--- config.mk ---
export PLATFORM = sky130hd
export DESIGN_NAME = accel_spi_responder
export DESIGN_NICKNAME = d
export VERILOG_FILES = /design/src/rtl/accel_spi_responder.sv
export SDC_FILE = /design/constraint.sdc
export NUM_CORES = 1
export LEC_CHECK = 0
export ABC_AREA = 1
export CELL_PAD_IN_SITES_DETAIL_PLACEMENT = 0
export CELL_PAD_IN_SITES_GLOBAL_PLACEMENT = 1
export CORE_MARGIN = 2
export CORE_UTILIZATION = 49
export CTS_CLUSTER_SIZE = 10
export DETAILED_ROUTE_END_ITERATION = 10
export GPL_TIMING_DRIVEN = 0
export PLACE_DENSITY = 0.82
export SYNTH_ARGS = -nofsm -noshare
export SYNTH_HDL_FRONTEND = slang
export SYNTH_SLANG_ARGS = --single-unit
--- constraint.sdc ---
create_clock -name clk -period 7.25 [get_ports clk]
set_input_delay 1.8125 -clock clk [delete_from_list [all_inputs] [get_ports clk]]
set_output_delay 1.8125 -clock clk [all_outputs]
set_load 0.02 [all_outputs]
--- src/rtl/accel_spi_responder.sv ---
// rtl/accel_spi_responder.sv - SPI mode-0 slave emulating the accelerometer register interface
module accel_spi_responder #(
   parameter int CLK_PER_HALF_SCLK_MIN = 4
) (
   input  logic        clk,
   input  logic        reset,
   input  logic        SCLK,
   input  logic        CS,
   input  logic        MOSI,
   output logic        MISO,
   input  logic [15:0] y_sample,
   input  logic [15:0] z_sample,
   output logic        measure_en,
   output logic        wr_strobe,
   output logic [5:0]  wr_addr,
   output logic [7:0]  wr_data,
   output logic        cmd_error,
   output logic        xfer_done
);

   if (CLK_PER_HALF_SCLK_MIN < 4) begin : g_half_check
      $error("CLK_PER_HALF_SCLK_MIN must be at least 4");
   end

   localparam logic [7:0] CMD_WRITE = 8'h0A;
   localparam logic [7:0] CMD_READ  = 8'h0B;

   typedef enum logic [2:0] {WAIT_IDLE, IDLE, CMD, ADDR, RDATA, WDATA, IGNORE} state_t;
   state_t state, state_next;

   // [0] first sync flop, [1] synchronized value, [2] history for edge detection
   logic [2:0] sclk_sy, cs_sy;
   logic [1:0] mosi_sy;
   logic       sclk_rise, sclk_fall, cs_rise, cs_fall, byte_done;
   logic [2:0] bit_cnt;
   logic [6:0] rx_sr;
   logic [7:0] rx_byte, tx_sr, rd_data;
   logic       tx_out, miso_q, is_read, soft_pend, ram_hit;
   logic [5:0] addr, rd_addr;
   logic [15:0] y_shadow, z_shadow;
   logic [7:0] ram [0:15];
   logic       cmd_done, addr_done, rd_next, commit, cmd_err_set, done_set;

   assign sclk_rise = sclk_sy[1] & ~sclk_sy[2];
   assign sclk_fall = ~sclk_sy[1] & sclk_sy[2];
   assign cs_rise   = cs_sy[1] & ~cs_sy[2];
   assign cs_fall   = ~cs_sy[1] & cs_sy[2];
   assign rx_byte   = {rx_sr, mosi_sy[1]};
   assign byte_done = sclk_rise && (bit_cnt == 3'd7);
   assign ram_hit   = (addr[5:4] == 2'b10) && (addr[3:0] != 4'hF);
   assign MISO      = miso_q & ~CS;

   always_ff @(posedge clk) begin
      if (reset) begin
         sclk_sy <= '0;
         cs_sy   <= '0;
         mosi_sy <= '0;
         state   <= WAIT_IDLE;
      end else begin
         sclk_sy <= {sclk_sy[1:0], SCLK};
         cs_sy   <= {cs_sy[1:0], CS};
         mosi_sy <= {mosi_sy[0], MOSI};
         state   <= state_next;
      end
   end

   always_comb begin
      state_next  = state;
      cmd_done    = 1'b0;
      addr_done   = 1'b0;
      rd_next     = 1'b0;
      commit      = 1'b0;
      cmd_err_set = 1'b0;
      done_set    = 1'b0;
      if (state == WAIT_IDLE) begin
         if (cs_sy[1]) state_next = IDLE;
      end else if (cs_rise) begin
         state_next = IDLE;
         done_set   = 1'b1;
      end else begin
         case (state)
            IDLE: if (cs_fall) state_next = CMD;
            CMD: if (byte_done) begin
               if (rx_byte == CMD_READ || rx_byte == CMD_WRITE) begin
                  state_next = ADDR;
                  cmd_done   = 1'b1;
               end else begin
                  state_next  = IGNORE;
                  cmd_err_set = 1'b1;
               end
            end
            ADDR: if (byte_done) begin
               addr_done  = 1'b1;
               state_next = is_read ? RDATA : WDATA;
            end
            RDATA:   rd_next = byte_done;
            WDATA:   commit  = byte_done;
            default: ;
         endcase
      end
   end

   // The address byte itself selects the first read; later reads prefetch addr+1
   always_comb begin
      rd_addr = (state == ADDR) ? rx_byte[5:0] : addr + 6'd1;
      rd_data = 8'h00;
      case (rd_addr)
         6'h00:   rd_data = 8'hAD;
         6'h01:   rd_data = 8'h1D;
         6'h02:   rd_data = 8'hF2;
         6'h10:   rd_data = y_shadow[7:0];
         6'h11:   rd_data = y_shadow[15:8];
         6'h12:   rd_data = z_shadow[7:0];
         6'h13:   rd_data = z_shadow[15:8];
         default: if (rd_addr[5:4] == 2'b10 && rd_addr[3:0] != 4'hF) rd_data = ram[rd_addr[3:0]];
      endcase
   end

   always_ff @(posedge clk) begin
      if (reset) begin
         bit_cnt    <= '0;
         rx_sr      <= '0;
         tx_sr      <= '0;
         tx_out     <= 1'b0;
         miso_q     <= 1'b0;
         addr       <= '0;
         is_read    <= 1'b0;
         y_shadow   <= '0;
         z_shadow   <= '0;
         soft_pend  <= 1'b0;
         measure_en <= 1'b0;
         wr_strobe  <= 1'b0;
         wr_addr    <= '0;
         wr_data    <= '0;
         cmd_error  <= 1'b0;
         xfer_done  <= 1'b0;
         for (int i = 0; i < 16; i++) ram[i] <= 8'h00;
      end else begin
         wr_strobe  <= 1'b0;
         cmd_error  <= cmd_err_set;
         xfer_done  <= done_set;
         soft_pend  <= 1'b0;
         miso_q     <= tx_out;
         measure_en <= (ram[13][1:0] == 2'b10);
         if (soft_pend) begin
            for (int i = 0; i < 16; i++) ram[i] <= 8'h00;
         end
         if (cs_fall) begin
            y_shadow <= y_sample;
            z_shadow <= z_sample;
            bit_cnt  <= '0;
         end else if (sclk_rise) begin
            bit_cnt <= bit_cnt + 3'd1;
            rx_sr   <= rx_byte[6:0];
         end
         if (state != RDATA) tx_out <= 1'b0;
         else if (sclk_fall) tx_out <= tx_sr[7];
         if (cmd_done) is_read <= (rx_byte == CMD_READ);
         if (addr_done) begin
            addr  <= rx_byte[5:0];
            tx_sr <= rd_data;
         end else if (rd_next) begin
            addr  <= addr + 6'd1;
            tx_sr <= rd_data;
         end else if (commit) begin
            addr <= addr + 6'd1;
            if (ram_hit || addr == 6'h1F) begin
               wr_strobe <= 1'b1;
               wr_addr   <= addr;
               wr_data   <= rx_byte;
            end
            if (ram_hit) ram[addr[3:0]] <= rx_byte;
            if (addr == 6'h1F && rx_byte == 8'h52) soft_pend <= 1'b1;
         end else if (state == RDATA && sclk_fall) begin
            tx_sr <= {tx_sr[6:0], 1'b0};
         end
      end
   end

endmodule

==> flow_metrics.py <==
metrics = {
    "routing": {
        "firstDrtPassIters": 6,
        "drtAntennaViolNets": 0,
        "via_per_inst": 5.23,
        "drc": 0,
        "routedWlPerCell_microns": 17.0,
        "drt_iter0_drc": 778,
        "vias": 8602,
        "drt_wl_total_microns": 28000,
    },
    "layout": {
        "antenna_cells": 0,
        "stdcell_area_sq_um": 12000,
        "drive_above_1_share_pct": 7.13,
        "nNetsFinal": 1401,
        "syn2layout_area_growth_pct": 16.5,
    },
    "logic_synthesis": {
        "syn_area_sq_um": 10300,
        "ys_seq_area_share_pct": 54.8,
        "synth-edff-count": 128,
        "synth_seq_cells": 217,
        "ys_types": 36,
        "yosys_warnings": 0,
        "synth_common_cells": "nand2_1, nor2_1, edfxtp_1",
        "yosys.area.top_type_share_pct": 37.4,
        "yosys.area.top_type": "edfxtp_1",
        "synth_cells": 1267,
        "avgSynthCellArea_sq_um": 8.10,
        "yosys-top-cells-area": "edfxtp_1, dfxtp_1, nand2_1",
        "ys.flop_type": "edfxtp_1",
        "synth_async_sr_flop_share_pct": 0,
        "yosys.cell_count.top_type": "nand2_1",
    },
    "outcome": {
        "status": "completed",
    },
    "cts": {
        "clk_path_buf_depth": 3,
        "hold_buffers": 0,
        "cts_resized": 0,
        "clkLatencyLatePin_ns": 0.53,
        "cts.reportedPaths.clkPinSlew_ns": 0.05,
        "cts_tree": "done",
        "root_buffer": "clkbuf_16",
        "cts_made_buffers": 26,
        "post_cts_buffers": 0,
        "clkSinkCount": 217,
        "htree_levels": 1,
    },
    "timing": {
        "clock.fmax_mhz": 211,
        "finalSetupTns_ns": 0,
        "tightest_slew_ns": 0.787,
        "setup_slack_ns": 2.50,
        "slew_viol_final": 0,
        "finalCritPeriodShare_pct": 65.5,
        "slew_headroom_pct": 47.5,
        "hold_viol_final": 0,
        "holdWs_ns": 0.402,
        "rsz0062_at_grt": "false",
        "finalCriticalPeriod_ns": 4.75,
        "setup_viol_count_final": 0,
        "finClkSkew_ns": 0.00679,
    },
    "setup_path": {
        "cp_max_fo": 2,
        "worstReg2RegStart": "bit_cnt[1]",
        "critical_path_arrival_ns": 2.93,
        "r2r.worst_path.cells": 14,
        "r2r_setup_slack_ns": 4.15,
        "crit_type": "in2out",
        "cp_data_required_time_ns": 5.44,
        "end_kind": "primary output",
        "endpoint": "MISO",
        "reg2reg_to": "ram[6][5]",
        "crit_start": "CS",
        "setup.worst_path.start_class": "input pin",
    },
    "worst_hold_path": {
        "holdPathStages": 2,
        "min_path_type": "reg2reg",
    },
    "global_route": {
        "grt_overflow_total": 0,
        "antenna_found_initial": 0,
        "first_global_vias": 7965,
        "grt_max_degree": 13,
        "grt_first_pass_wirelength_microns": 43800,
        "track_usage_pct": 25.8,
    },
    "placed_design": {
        "dp_hpwl_microns": 19600,
        "post-place-ws_ns": 2.49,
        "placed_area_sq_um": 11200,
        "gp_congestion": 0.912,
        "port_buffers": 54,
    },
    "power_and_ir_drop": {
        "power_w": 0.00297,
        "leakage_nw": 4.90,
        "power_density_nw_per_um2": 248,
        "ir_drop_mv": 0.167,
    },
    "job": {
        "maxCapViolations": 0,
    },
    "floorplan": {
        "rows": 52,
        "die_area_sq_um": 22100,
        "coreArea_sq_um": 20400,
        "die_w_microns": 149,
        "ioPinCount": 56,
        "initial_core_util_pct": 50.4,
        "die_h_microns": 149,
    },
}
-- logic make-up (layout without fill, tap and decap cells) --
group,Yosys count,in the layout,synth area share [%]
simple gates,709,709,29.3
flops,217,217,54.8
buf+inv,188,289,7.55
compound gates,144,144,7.34
fa+ha+maj,8,8,0.975
other cells,1,8,0.0365
-- worst min-delay path by stage --
stage	to	slack [ns]	from
2_1_floorplan	cs_sy[1]	0.39	cs_sy[0]
3_3_place_gp	sclk_sy[1]	0.39	sclk_sy[0]
3_5_place_dp	sclk_sy[1]	0.40	sclk_sy[0]
4_1_cts	mosi_sy[1]	0.41	mosi_sy[0]
5_1_grt	mosi_sy[1]	0.41	mosi_sy[0]
6_report	mosi_sy[1]	0.40	mosi_sy[0]
-- final cells by class --
class	instances	area, sq um
Tap cell	270	338
Clock buffer	47	791
Fill cell	1926	8400
Multi-Input combinational cell	869	3890
Buffer	59	290
Timing Repair Buffer	54	541
Inverter	129	484
Sequential cell	217	5630
-- power by group --
part	switching, W	internal [W]
Sequential	0.0000218	0.00135
Combinational	0.000261	0.000117
Clock	0.000492	0.000727
Total	0.000774	0.00220
-- metal layers --
metal / GRT usage (%) / vias to the layer above / wire [microns]
li1: - / 4261 / -
met1: 39.5 / 4016 / 13300
met2: 38.2 / 271 / 12100
met3: 4.04 / 54 / 1940
met4: 6.67 / 0 / 644
met5: 0 / - / 0
-- critical path: stages --
cell             delay (ns)
clkdlybuf4s50_1        0.41
nor2_1                 0.10
clkdlybuf4s50_1        0.61
-- cells in the final DEF, fill, tap and decap left out, drive strengths merged --
| master | instances |
|---|---|
| clkdlybuf4s50 | 54 |
| clkbuf | 79 |
| clkinv | 8 |
| dfxtp | 89 |
| a221oi | 1 |
| nand3 | 104 |
| nor4 | 4 |
| o21ai | 95 |
| o21bai | 1 |
| a31oi | 5 |
| a22oi | 1 |
| nand3b | 12 |
| a41oi | 1 |
| inv | 121 |
| conb | 8 |
| or2 | 1 |
| nand2 | 307 |
| nor2 | 273 |
| ha | 8 |
| a21oi | 39 |
| nor3 | 5 |
| a211oi | 1 |
| edfxtp | 128 |
| buf | 27 |
| nand4 | 3 |
-- state kept, by name, summed over array words and instances (netlist names), 6 cells and up --
| register | count |
|---|---|
| wr_addr | 6 |
| ram | 128 |
| wr_data | 8 |
| z_shadow | 16 |
| tx_sr | 8 |
| rx_sr | 7 |
| addr | 6 |
| y_shadow | 16 |
-- per-stage QoR --
stage / utilization [%] / cells
6_report: 58.7 / 1645
5_1_grt: 58.7 / 1645
4_1_cts: 58.7 / 1645
3_5_place_dp: 54.8 / 1598
3_3_place_gp: 54.8 / 1598
2_1_floorplan: - / 1274
Note: power is estimated with default switching activity, not from simulation.
